## config.mk

```make
export PLATFORM = sky130hd
export DESIGN_NAME = writeback_stage
export DESIGN_NICKNAME = d
export VERILOG_FILES = /design/src/rtl/writeback_stage.sv
export SDC_FILE = /design/constraint.sdc
export NUM_CORES = 1
export LEC_CHECK = 0
export CORE_MARGIN = 10
export CORE_UTILIZATION = 44
export DETAILED_ROUTE_END_ITERATION = 10
export HOLD_SLACK_MARGIN = 0.06
export PLACE_DENSITY = 0.81
export SETUP_SLACK_MARGIN = 0.2
export SLEW_MARGIN = 20
export SYNTH_ARGS = -nofsm -noshare
export SYNTH_HDL_FRONTEND = slang
export SYNTH_SLANG_ARGS = --single-unit
```

## constraint.sdc

```tcl
create_clock -name I_clk -period 1.6 [get_ports I_clk]
set_input_delay 0.4 -clock I_clk [delete_from_list [all_inputs] [get_ports I_clk]]
set_output_delay 0.4 -clock I_clk [all_outputs]
set_load 0.05 [all_outputs]
```

## src/rtl/writeback_stage.sv

```systemverilog
// rtl/writeback_stage.sv - RV32E writeback stage: ALU forward, load align/extend, timeout and misalignment faults
//
// Ports:
//   I_clk, I_rst_n                 clock (rising edge), asynchronous active-low reset
//   I_valid / O_ready              op handshake from execute; O_ready = IDLE
//   I_is_load, I_rd, I_result      op kind, destination, ALU/jump-link result
//   I_size, I_unsigned, I_addr_lo  load size (00 b, 01 h, 10 w), zero-extend, byte address [1:0]
//   I_mem_rvalid, I_mem_rdata      load response pulse and little-endian data word
//   O_regwen, O_rd, O_data         register file write port (O_regwen is a pulse)
//   O_pend_valid, O_pend_rd        outstanding load destination for hazard logic
//   O_fault                        pulse: bus timeout, misaligned load or reserved size

module writeback_stage #(
    parameter int TIMEOUT = 255
) (
    input  logic        I_clk,
    input  logic        I_rst_n,
    input  logic        I_valid,
    output logic        O_ready,
    input  logic        I_is_load,
    input  logic [3:0]  I_rd,
    input  logic [31:0] I_result,
    input  logic [1:0]  I_size,
    input  logic        I_unsigned,
    input  logic [1:0]  I_addr_lo,
    input  logic        I_mem_rvalid,
    input  logic [31:0] I_mem_rdata,
    output logic        O_regwen,
    output logic [3:0]  O_rd,
    output logic [31:0] O_data,
    output logic        O_pend_valid,
    output logic [3:0]  O_pend_rd,
    output logic        O_fault
);

    localparam int CW = $clog2(TIMEOUT + 1);

    typedef enum logic {
        S_IDLE,
        S_WAIT_MEM
    } state_t;

    state_t        state_q, state_d;
    logic [CW-1:0] cnt_q, cnt_d;
    logic [3:0]    ld_rd_q, ld_rd_d;
    logic [1:0]    ld_size_q, ld_size_d;
    logic          ld_uns_q, ld_uns_d;
    logic [1:0]    ld_addr_q, ld_addr_d;
    logic          regwen_d, fault_d;
    logic [3:0]    rd_d;
    logic [31:0]   data_d;

    logic          illegal;
    logic [7:0]    ld_byte;
    logic [15:0]   ld_half;
    logic [31:0]   aligned;

    assign O_ready      = (state_q == S_IDLE);
    assign O_pend_valid = (state_q == S_WAIT_MEM);
    assign O_pend_rd    = O_pend_valid ? ld_rd_q : 4'd0;

    // Upstream never issues a bus request for these, so they must not wait.
    assign illegal = (I_size == 2'b11)
                  || (I_size == 2'b01 && I_addr_lo[0])
                  || (I_size == 2'b10 && I_addr_lo != 2'b00);

    always_comb begin
        ld_byte = I_mem_rdata[{ld_addr_q, 3'b000} +: 8];
        ld_half = ld_addr_q[1] ? I_mem_rdata[31:16] : I_mem_rdata[15:0];
        case (ld_size_q)
            2'b00:   aligned = {{24{ld_byte[7] & ~ld_uns_q}}, ld_byte};
            2'b01:   aligned = {{16{ld_half[15] & ~ld_uns_q}}, ld_half};
            default: aligned = I_mem_rdata;
        endcase
    end

    always_comb begin
        state_d   = state_q;
        cnt_d     = cnt_q;
        ld_rd_d   = ld_rd_q;
        ld_size_d = ld_size_q;
        ld_uns_d  = ld_uns_q;
        ld_addr_d = ld_addr_q;
        regwen_d  = 1'b0;
        fault_d   = 1'b0;
        rd_d      = O_rd;
        data_d    = O_data;
        case (state_q)
            S_IDLE: begin
                // Late rvalid after a timeout lands here and is ignored.
                if (I_valid) begin
                    if (!I_is_load) begin
                        regwen_d = (I_rd != 4'd0);
                        rd_d     = I_rd;
                        data_d   = I_result;
                    end else if (illegal) begin
                        fault_d = 1'b1;
                    end else begin
                        state_d   = S_WAIT_MEM;
                        cnt_d     = '0;
                        ld_rd_d   = I_rd;
                        ld_size_d = I_size;
                        ld_uns_d  = I_unsigned;
                        ld_addr_d = I_addr_lo;
                    end
                end
            end
            S_WAIT_MEM: begin
                // Data arriving in the timeout cycle takes priority over the fault.
                if (I_mem_rvalid) begin
                    regwen_d = (ld_rd_q != 4'd0);
                    rd_d     = ld_rd_q;
                    data_d   = aligned;
                    state_d  = S_IDLE;
                end else if (cnt_q == CW'(TIMEOUT)) begin
                    fault_d = 1'b1;
                    state_d = S_IDLE;
                end else begin
                    cnt_d = cnt_q + CW'(1);
                end
            end
            default: state_d = S_IDLE;
        endcase
    end

    always_ff @(posedge I_clk or negedge I_rst_n) begin
        if (!I_rst_n) begin
            state_q   <= S_IDLE;
            cnt_q     <= '0;
            ld_rd_q   <= 4'd0;
            ld_size_q <= 2'b00;
            ld_uns_q  <= 1'b0;
            ld_addr_q <= 2'b00;
            O_regwen  <= 1'b0;
            O_rd      <= 4'd0;
            O_data    <= 32'd0;
            O_fault   <= 1'b0;
        end else begin
            state_q   <= state_d;
            cnt_q     <= cnt_d;
            ld_rd_q   <= ld_rd_d;
            ld_size_q <= ld_size_d;
            ld_uns_q  <= ld_uns_d;
            ld_addr_q <= ld_addr_d;
            O_regwen  <= regwen_d;
            O_rd      <= rd_d;
            O_data    <= data_d;
            O_fault   <= fault_d;
        end
    end

endmodule
```

==> results by group, run 1 <==
Outcome
  • Status: finished, violations left
  • Failing checks: negative setup slack

Run
  • Max-Cap Viols: 0

Clocking
  • Clock Pin Slew Worst Setup and Hold Paths: 0.11 ns
  • Clock root cell: clkbuf_8
  • Worst-Skew Late Latency: 0.34 ns
  • H-tree Lvls: 2
  • CTS tree: done
  • CTS Buf Count: 5
  • Clk sinks: 56
  • Clock buffer depth: 2

Pwr
  • Sw Ratio: 0.452
  • Combinational share of power: 0.598
  • Pwr dens: 1230 mW/mm2
  • Peak VDD IR: 0.682 mV
  • Flop pwr share: 0.288
  • Leak pwr: 2.62 nW
  • NetSw: 3.55 mW
  • P_int: 4.31 mW
  • Total Power: 7.86 mW
  • Clock power share: 0.114

Worst setup path
  • Crit-path max cell delay: 0.47 ns
  • Critical setup path kind: flip-flop to flip-flop
  • Worst path bufs/invs: 2
  • Worst EP arrival: 1.91 ns
  • Cell family with most CP delay: compound AO/OA/AOI/OAI gates
  • Critical-path cell list: buf_6 -> buf_8 -> nor2b_1 -> a211o_1 -> a21oi_2 -> o22ai_1
  • CP Launch Type: flip-flop
  • Max FO, Critical Path: 13
  • Worst EP required: 1.83 ns
  • Crit path max-delay cell type: dfrtp_2
  • CP endpoint kind: flip-flop

Synthesis
  • Synthesized instance count: 335
  • Area contributors post-synth: dfrtp_1, a211oi_1, nor2_1
  • Number of flops mapped to enable cells by yosys: 0
  • Cell taking the most area after synthesis: dfrtp_1
  • Synth warn: 0
  • Seq/Total Area, Yosys: 0.449
  • Yosys cell types: 51
  • Post-synth top cells: dfrtp_1, nor2_1, nand2_1, nor3_1, a211oi_1
  • Post-synth net total: 414
  • Share of the synthesized area in the top cell type: 0.449
  • Syn Area/Cell: 9.33 um2
  • #FFs+latches synth: 56
  • Synth Cell Area: 0.00312 mm2
  • Fraction of registers with async set/reset: 1.00
  • Main synth FF type: dfrtp_1
  • Most numerous cell in the Yosys netlist: dfrtp_1

STA
  • Fin crit period: 1.68 ns
  • Final Setup Violations: 36
  • RSZ-0062 raised after global routing: true
  • Fin Setup TNS: -1.05 ns
  • Slew headroom: 0.688
  • Worst-Margin Slew: 0.468 ns
  • Final count of hold timing violations: 0
  • Fin worst setup slack: -0.0831 ns
  • Clk_skew: 0.0214 ns
  • Count of final max-slew check failures: 0
  • Fin crit share: 1.05
  • Max Fclk: 594 MHz

Global route
  • First-pass GRT wire length: 20100 um
  • GR Util met1: 0.267
  • Initial antenna violation count: 0
  • Total track usage: 0.226
  • M2 GR Usage: 0.380
  • Vias in the first global route: 3567
  • Grt met3 use: 0.0787
  • GR Overflow Total: 0
  • Grt peak-use layer: met2
  • Largest net degree at the start of global routing: 31

Floorplan
  • Die Ht: 104 um
  • Cell Rows: 30
  • Core Area: 0.00683 mm2
  • Die footprint: 0.0109 mm2
  • Die width: 104 um
  • Io pins: 122
  • Starting Density: 0.457

Place
  • Dpl hpwl: 9080 um
  • Routability congestion estimate: 0.829
  • Placement Cell Area: 0.00515 mm2
  • Buffers on Ports: 121
  • Pre-CTS setup slack: -0.560 ns
  • Placed Cells: 569

Finish
  • Final nets: 586
  • Final Instance Count excl. Fillers: 604
  • Diode count: 0
  • Area Growth Syn to Fin: 105%
  • Share of layout cells above drive strength 1: 0.496
  • Post-route cell area: 0.00640 mm2

Detailed routing
  • Routed via count: 4093
  • Drt wl/cell: 30.8 um
  • Final WL: 18600 um
  • Antenna viol nets, final: 0
  • Vias per Instance: 6.78
  • Drt pass-1 iters: 5
  • Remaining DRCs: 0
  • Initial drt markers: 388

Worst hold path
  • Worst min-delay path class: input pin to flip-flop
==> cells in the final DEF (no fill, tap or decap), types with 8 or more instances in the layout <==
master / count
a21oi_2: 8
dlygate4sd2_1: 10
buf_12: 54
nor3_2: 19
dfrtp_1: 54
a211oi_2: 24
nand2_1: 22
nor2_1: 24
clkdlybuf4s50_1: 66
buf_4: 34
buf_6: 13
o21ai_0: 8
mux2_4: 8
nor2_4: 12
==> layout make-up <==
cell class	count	area [um2]
Timing Repair Buffer	190	2500
Clock inverter	2	15.0
Inverter	5	18.8
Sequential cell	56	1400
Clock buffer	6	82.6
Fill cell	177	435
Multi-Input combinational cell	249	2260
Tap cell	96	120
==> power by group through the flow <==
stage | registers, mW | logic (mW) | clock network [mW]
final | 2.26 | 4.70 | 0.898
after global routing | 2.28 | 4.82 | 0.926
after CTS | 2.14 | 3.98 | 0.844
after detailed placement | 2.16 | 3.67 | 0
after global placement | 2.14 | 3.61 | 0
after floorplan | 2.87 | 1.02 | 0
==> flip-flops by register name, indices dropped and copies added, names as in the netlist <==
name          flops
O_data           32
cnt_q             8
O_rd              4
ld_rd_q           4
ld_addr_q         2
ld_size_q         2
O_fault           1
O_pend_valid      1
O_regwen          1
ld_uns_q          1
==> tightest hold or removal path, cell delays in order <==
cell and delay, ns:
dlygate4sd2_1 0.27, nand2_1 0.09, o21ai_0 0.07
==> kinds of logic after synthesis <==
| kind of cell | count (synthesis) | share of synthesized area |
|---|---|---|
| simple gates | 124 | 0.194 |
| compound gates | 103 | 0.231 |
| flops | 56 | 0.449 |
| buf+inv | 30 | 0.0477 |
| mux | 16 | 0.0609 |
| xor+xnor | 5 | 0.0140 |
| fa+ha+maj | 1 | 0.00400 |
==> per-layer routing <==
layer / part of all wire / wire length [um]
met1: 0.35 / 6450
met2: 0.47 / 8640
met3: 0.12 / 2270
met4: 0.065 / 1210
met5: 0 / 0
==> path summary, 6_finish.rpt <==
kind / from / slack, ns / depth (start not counted) / endpoint
max: ld_addr_q[1]$_DFFE_PN0P_ / -0.08 / 6 / O_data[1]$_DFFE_PN0P_
min: I_addr_lo[1] / 0.54 / 3 / ld_addr_q[1]$_DFFE_PN0P_
max reg2reg: ld_addr_q[1]$_DFFE_PN0P_ / -0.08 / 6 / O_data[1]$_DFFE_PN0P_
min reg2reg: cnt_q[0]$_DFFE_PN0P_ / 0.55 / 1 / cnt_q[0]$_DFFE_PN0P_
max in group asynchronous: I_rst_n / 0.49 / 3 / O_data[15]$_DFFE_PN0P_
min in group asynchronous: I_rst_n / 0.61 / 2 / O_data[7]$_DFFE_PN0P_
==> metrics by stage <==
step | utilization | hold WS (ns)
3_3_place_gp | 0.754 | 0.367
4_1_cts | 0.828 | 0.463
2_1_floorplan | - | 0.104
3_5_place_dp | 0.754 | 0.367
5_1_grt | 0.936 | 0.559
6_report | 0.936 | 0.542
==> what timing repair did <==
action	in CTS	in global routing
hold buffers	1	0
gates resized for setup	70	125
hold endpoints to repair	15	0
pin swaps	6	34
gates cloned	3	5
setup endpoints to repair	60	61
buffers inserted	12	6
(Power assumes the default switching activity.)
==> inputs of run 2 (changes only) <==
Settings changed: GPL_TIMING_DRIVEN from default to 0, SKIP_LAST_GASP from default to 1.
==> results by group, run 2 (synthesis results as in run 1) <==
Detailed routing
  • Vias per Instance: 5.93 (was 6.78)
  • Drt pass-1 iters: 5 (unchanged)
  • Drt wl/cell: 22.3 um (was 30.8 um)
  • Top Layer Used: met4 (unchanged)
  • Metal3 WL: 1190 um (was 2270 um)
  • Remaining DRCs: 0 (unchanged)
  • Final WL: 13300 um (was 18600 um)
  • Met2 Routed Length: 6340 um (was 8640 um)
  • Metal-1 WL: 5320 um (was 6450 um)
  • Antenna viol nets, final: 0 (unchanged)
  • Routed via count: 3528 (was 4093)
  • Initial drt markers: 200 (was 388)

Global route
  • Largest net degree at the start of global routing: 57 (was 31)
  • GR Overflow Total: 0 (unchanged)
  • Initial antenna violation count: 0 (unchanged)
  • Total track usage: 0.219 (was 0.226)
  • First-pass GRT wire length: 19500 um (was 20100 um)
  • Vias in the first global route: 3507 (was 3567)

Worst setup path
  • CP Launch Type: flip-flop (unchanged)
  • Cell family with most CP delay: flip-flops (was compound AO/OA/AOI/OAI gates)
  • Critical setup path kind: flip-flop to primary output (was flip-flop to flip-flop)
  • Crit path max-delay cell type: dfrtp_2 (unchanged)
  • Most used cell, CP: buf_8
  • Worst EP required: 1.20 ns (was 1.83 ns)
  • Worst EP arrival: 1.32 ns (was 1.91 ns)
  • CP endpoint kind: primary output (was flip-flop)
  • Critical-path cell list: buf_6 -> buf_8 -> and2_4 -> buf_8 (was buf_6 -> buf_8 -> nor2b_1 -> a211o_1 -> a21oi_2 -> o22ai_1)
  • Worst path bufs/invs: 3 (was 2)
  • Max FO, Critical Path: 4 (was 13)
  • Crit-path max cell delay: 0.44 ns (was 0.47 ns)

Floorplan
  • Io pins: 122 (unchanged)
  • Die width: 104 um (unchanged)
  • Cell Rows: 30 (unchanged)
  • Die footprint: 0.0109 mm2 (unchanged)
  • Die Ht: 104 um (unchanged)
  • Core Area: 0.00683 mm2 (unchanged)
  • Starting Density: 0.457 (unchanged)

Finish
  • Reg with most FFs: O_data (unchanged)
  • Share of layout cells above drive strength 1: 0.413 (was 0.496)
  • Biggest regs: O_data (32), cnt_q (8) (unchanged)
  • Most frequent cells in the layout: clkdlybuf4s50_1, dfrtp_1, buf_2 (was clkdlybuf4s50_1, dfrtp_1, buf_12)
  • Area Growth Syn to Fin: 67.3% (was 105%)
  • Most common cell after layout, fill and taps aside: clkdlybuf4s50_1 (unchanged)
  • Final nets: 577 (was 586)
  • Max reg flops: 32 (unchanged)
  • Diode count: 0 (unchanged)

STA
  • Fin crit period: 1.72 ns (was 1.68 ns)
  • Slew headroom: 0.508 (was 0.688)
  • Max Fclk: 580 MHz (was 594 MHz)
  • Fin worst setup slack: -0.123 ns (was -0.0831 ns)
  • RSZ-0062 raised after global routing: true (unchanged)
  • Final Setup Violations: 31 (was 36)
  • Count of final max-slew check failures: 0 (unchanged)
  • Fin Setup TNS: -1.07 ns (was -1.05 ns)
  • Fin crit share: 1.08 (was 1.05)
  • Final count of hold timing violations: 0 (unchanged)
  • Clk_skew: 0.00496 ns (was 0.0214 ns)
  • Worst-Margin Slew: 0.739 ns (was 0.468 ns)

Place
  • Routability congestion estimate: 0.900 (was 0.829)
  • Buffers on Ports: 121 (unchanged)
  • Dpl hpwl: 8600 um (was 9080 um)

Clocking
  • Worst-Skew Late Latency: 0.31 ns (was 0.34 ns)
  • CTS tree: done (unchanged)
  • Clock buffer depth: 2 (unchanged)
  • CTS Buf Count: 5 (unchanged)
  • Clock Pin Slew Worst Setup and Hold Paths: 0.10 ns (was 0.11 ns)
  • Clock root cell: clkbuf_8 (unchanged)
  • Hold buffers post-CTS: 0 (was 1)
  • H-tree Lvls: 2 (unchanged)
  • Clk sinks: 56 (unchanged)

Pwr
  • Pwr dens: 1200 mW/mm2 (was 1230 mW/mm2)
  • Peak VDD IR: 0.764 mV (was 0.682 mV)
  • Total Power: 6.29 mW (was 7.86 mW)
  • Leak pwr: 2.21 nW (was 2.62 nW)

Outcome
  • Status: finished, violations left (unchanged)
  • Failing checks: negative setup slack (unchanged)

Worst hold path
  • Worst min-delay path class: input pin to async pin (was input pin to flip-flop)

Run
  • Max-Cap Viols: 0 (unchanged)
run 2: through the flow:
| stage | instance area [um2] | setup slack, ns | util | cells | hold WS [ns] |
|---|---|---|---|---|---|
| after global placement | 4510 | -1.82 | 0.660 | 552 | 0.466 |
| after CTS | 4810 | -0.114 | 0.705 | 581 | 0.165 |
| after detailed placement | 4510 | -0.610 | 0.660 | 552 | 0.475 |
| after floorplan | 3180 | 0.00517 | - | 335 | 0.104 |
| after global routing | 5230 | -0.148 | 0.765 | 595 | 0.198 |
| final | 5230 | -0.123 | 0.765 | 595 | 0.139 |
run 2: path summary, 6_finish.rpt:
path | from | endpoint | slack [ns] | depth (start not counted)
hold / removal | I_rst_n | O_data[23]$_DFFE_PN0P_ | 0.14 | 1
max in group asynchronous | I_rst_n | O_pend_valid$_DFF_PN0_ | 0.93 | 1
setup / recovery | O_pend_valid$_DFF_PN0_ | O_pend_rd[1] | -0.12 | 4
min in group I_clk | I_addr_lo[1] | ld_addr_q[1]$_DFFE_PN0P_ | 0.44 | 3
setup reg to reg | O_pend_valid$_DFF_PN0_ | O_data[26]$_DFFE_PN0P_ | -0.04 | 7
hold reg to reg | O_rd[0]$_DFFE_PN0P_ | O_rd[0]$_DFFE_PN0P_ | 0.49 | 2
run 2: area by class of cell:
class                   count  area, um2
flip-flops and latches     56       1400
repair buffers            156       1370
well taps                  96        120
fillers                   463       1600
plain buffers              25        253
clock buffers               8       90.1
multi-input cells         249       1960
inverters                   5       35.0
run 2: what timing repair did:
item	4_1_cts	5_1_grt
buffers inserted	21	12
setup endpoints to repair	98	61
gates resized for setup	298	86
gates cloned	0	2
pin swaps	19	25
run 2: routing by layer:
layer,GRT usage,vias up
met5,0,-
li1,-,1551
met4,0.0636,0
met3,0.0682,34
met2,0.354,215
met1,0.271,1728
run 2: power breakdown:
part	internal [mW]	switching, mW
clock network	0.355	0.461
logic	1.28	2.22
registers	1.75	0.224
total	3.39	2.90
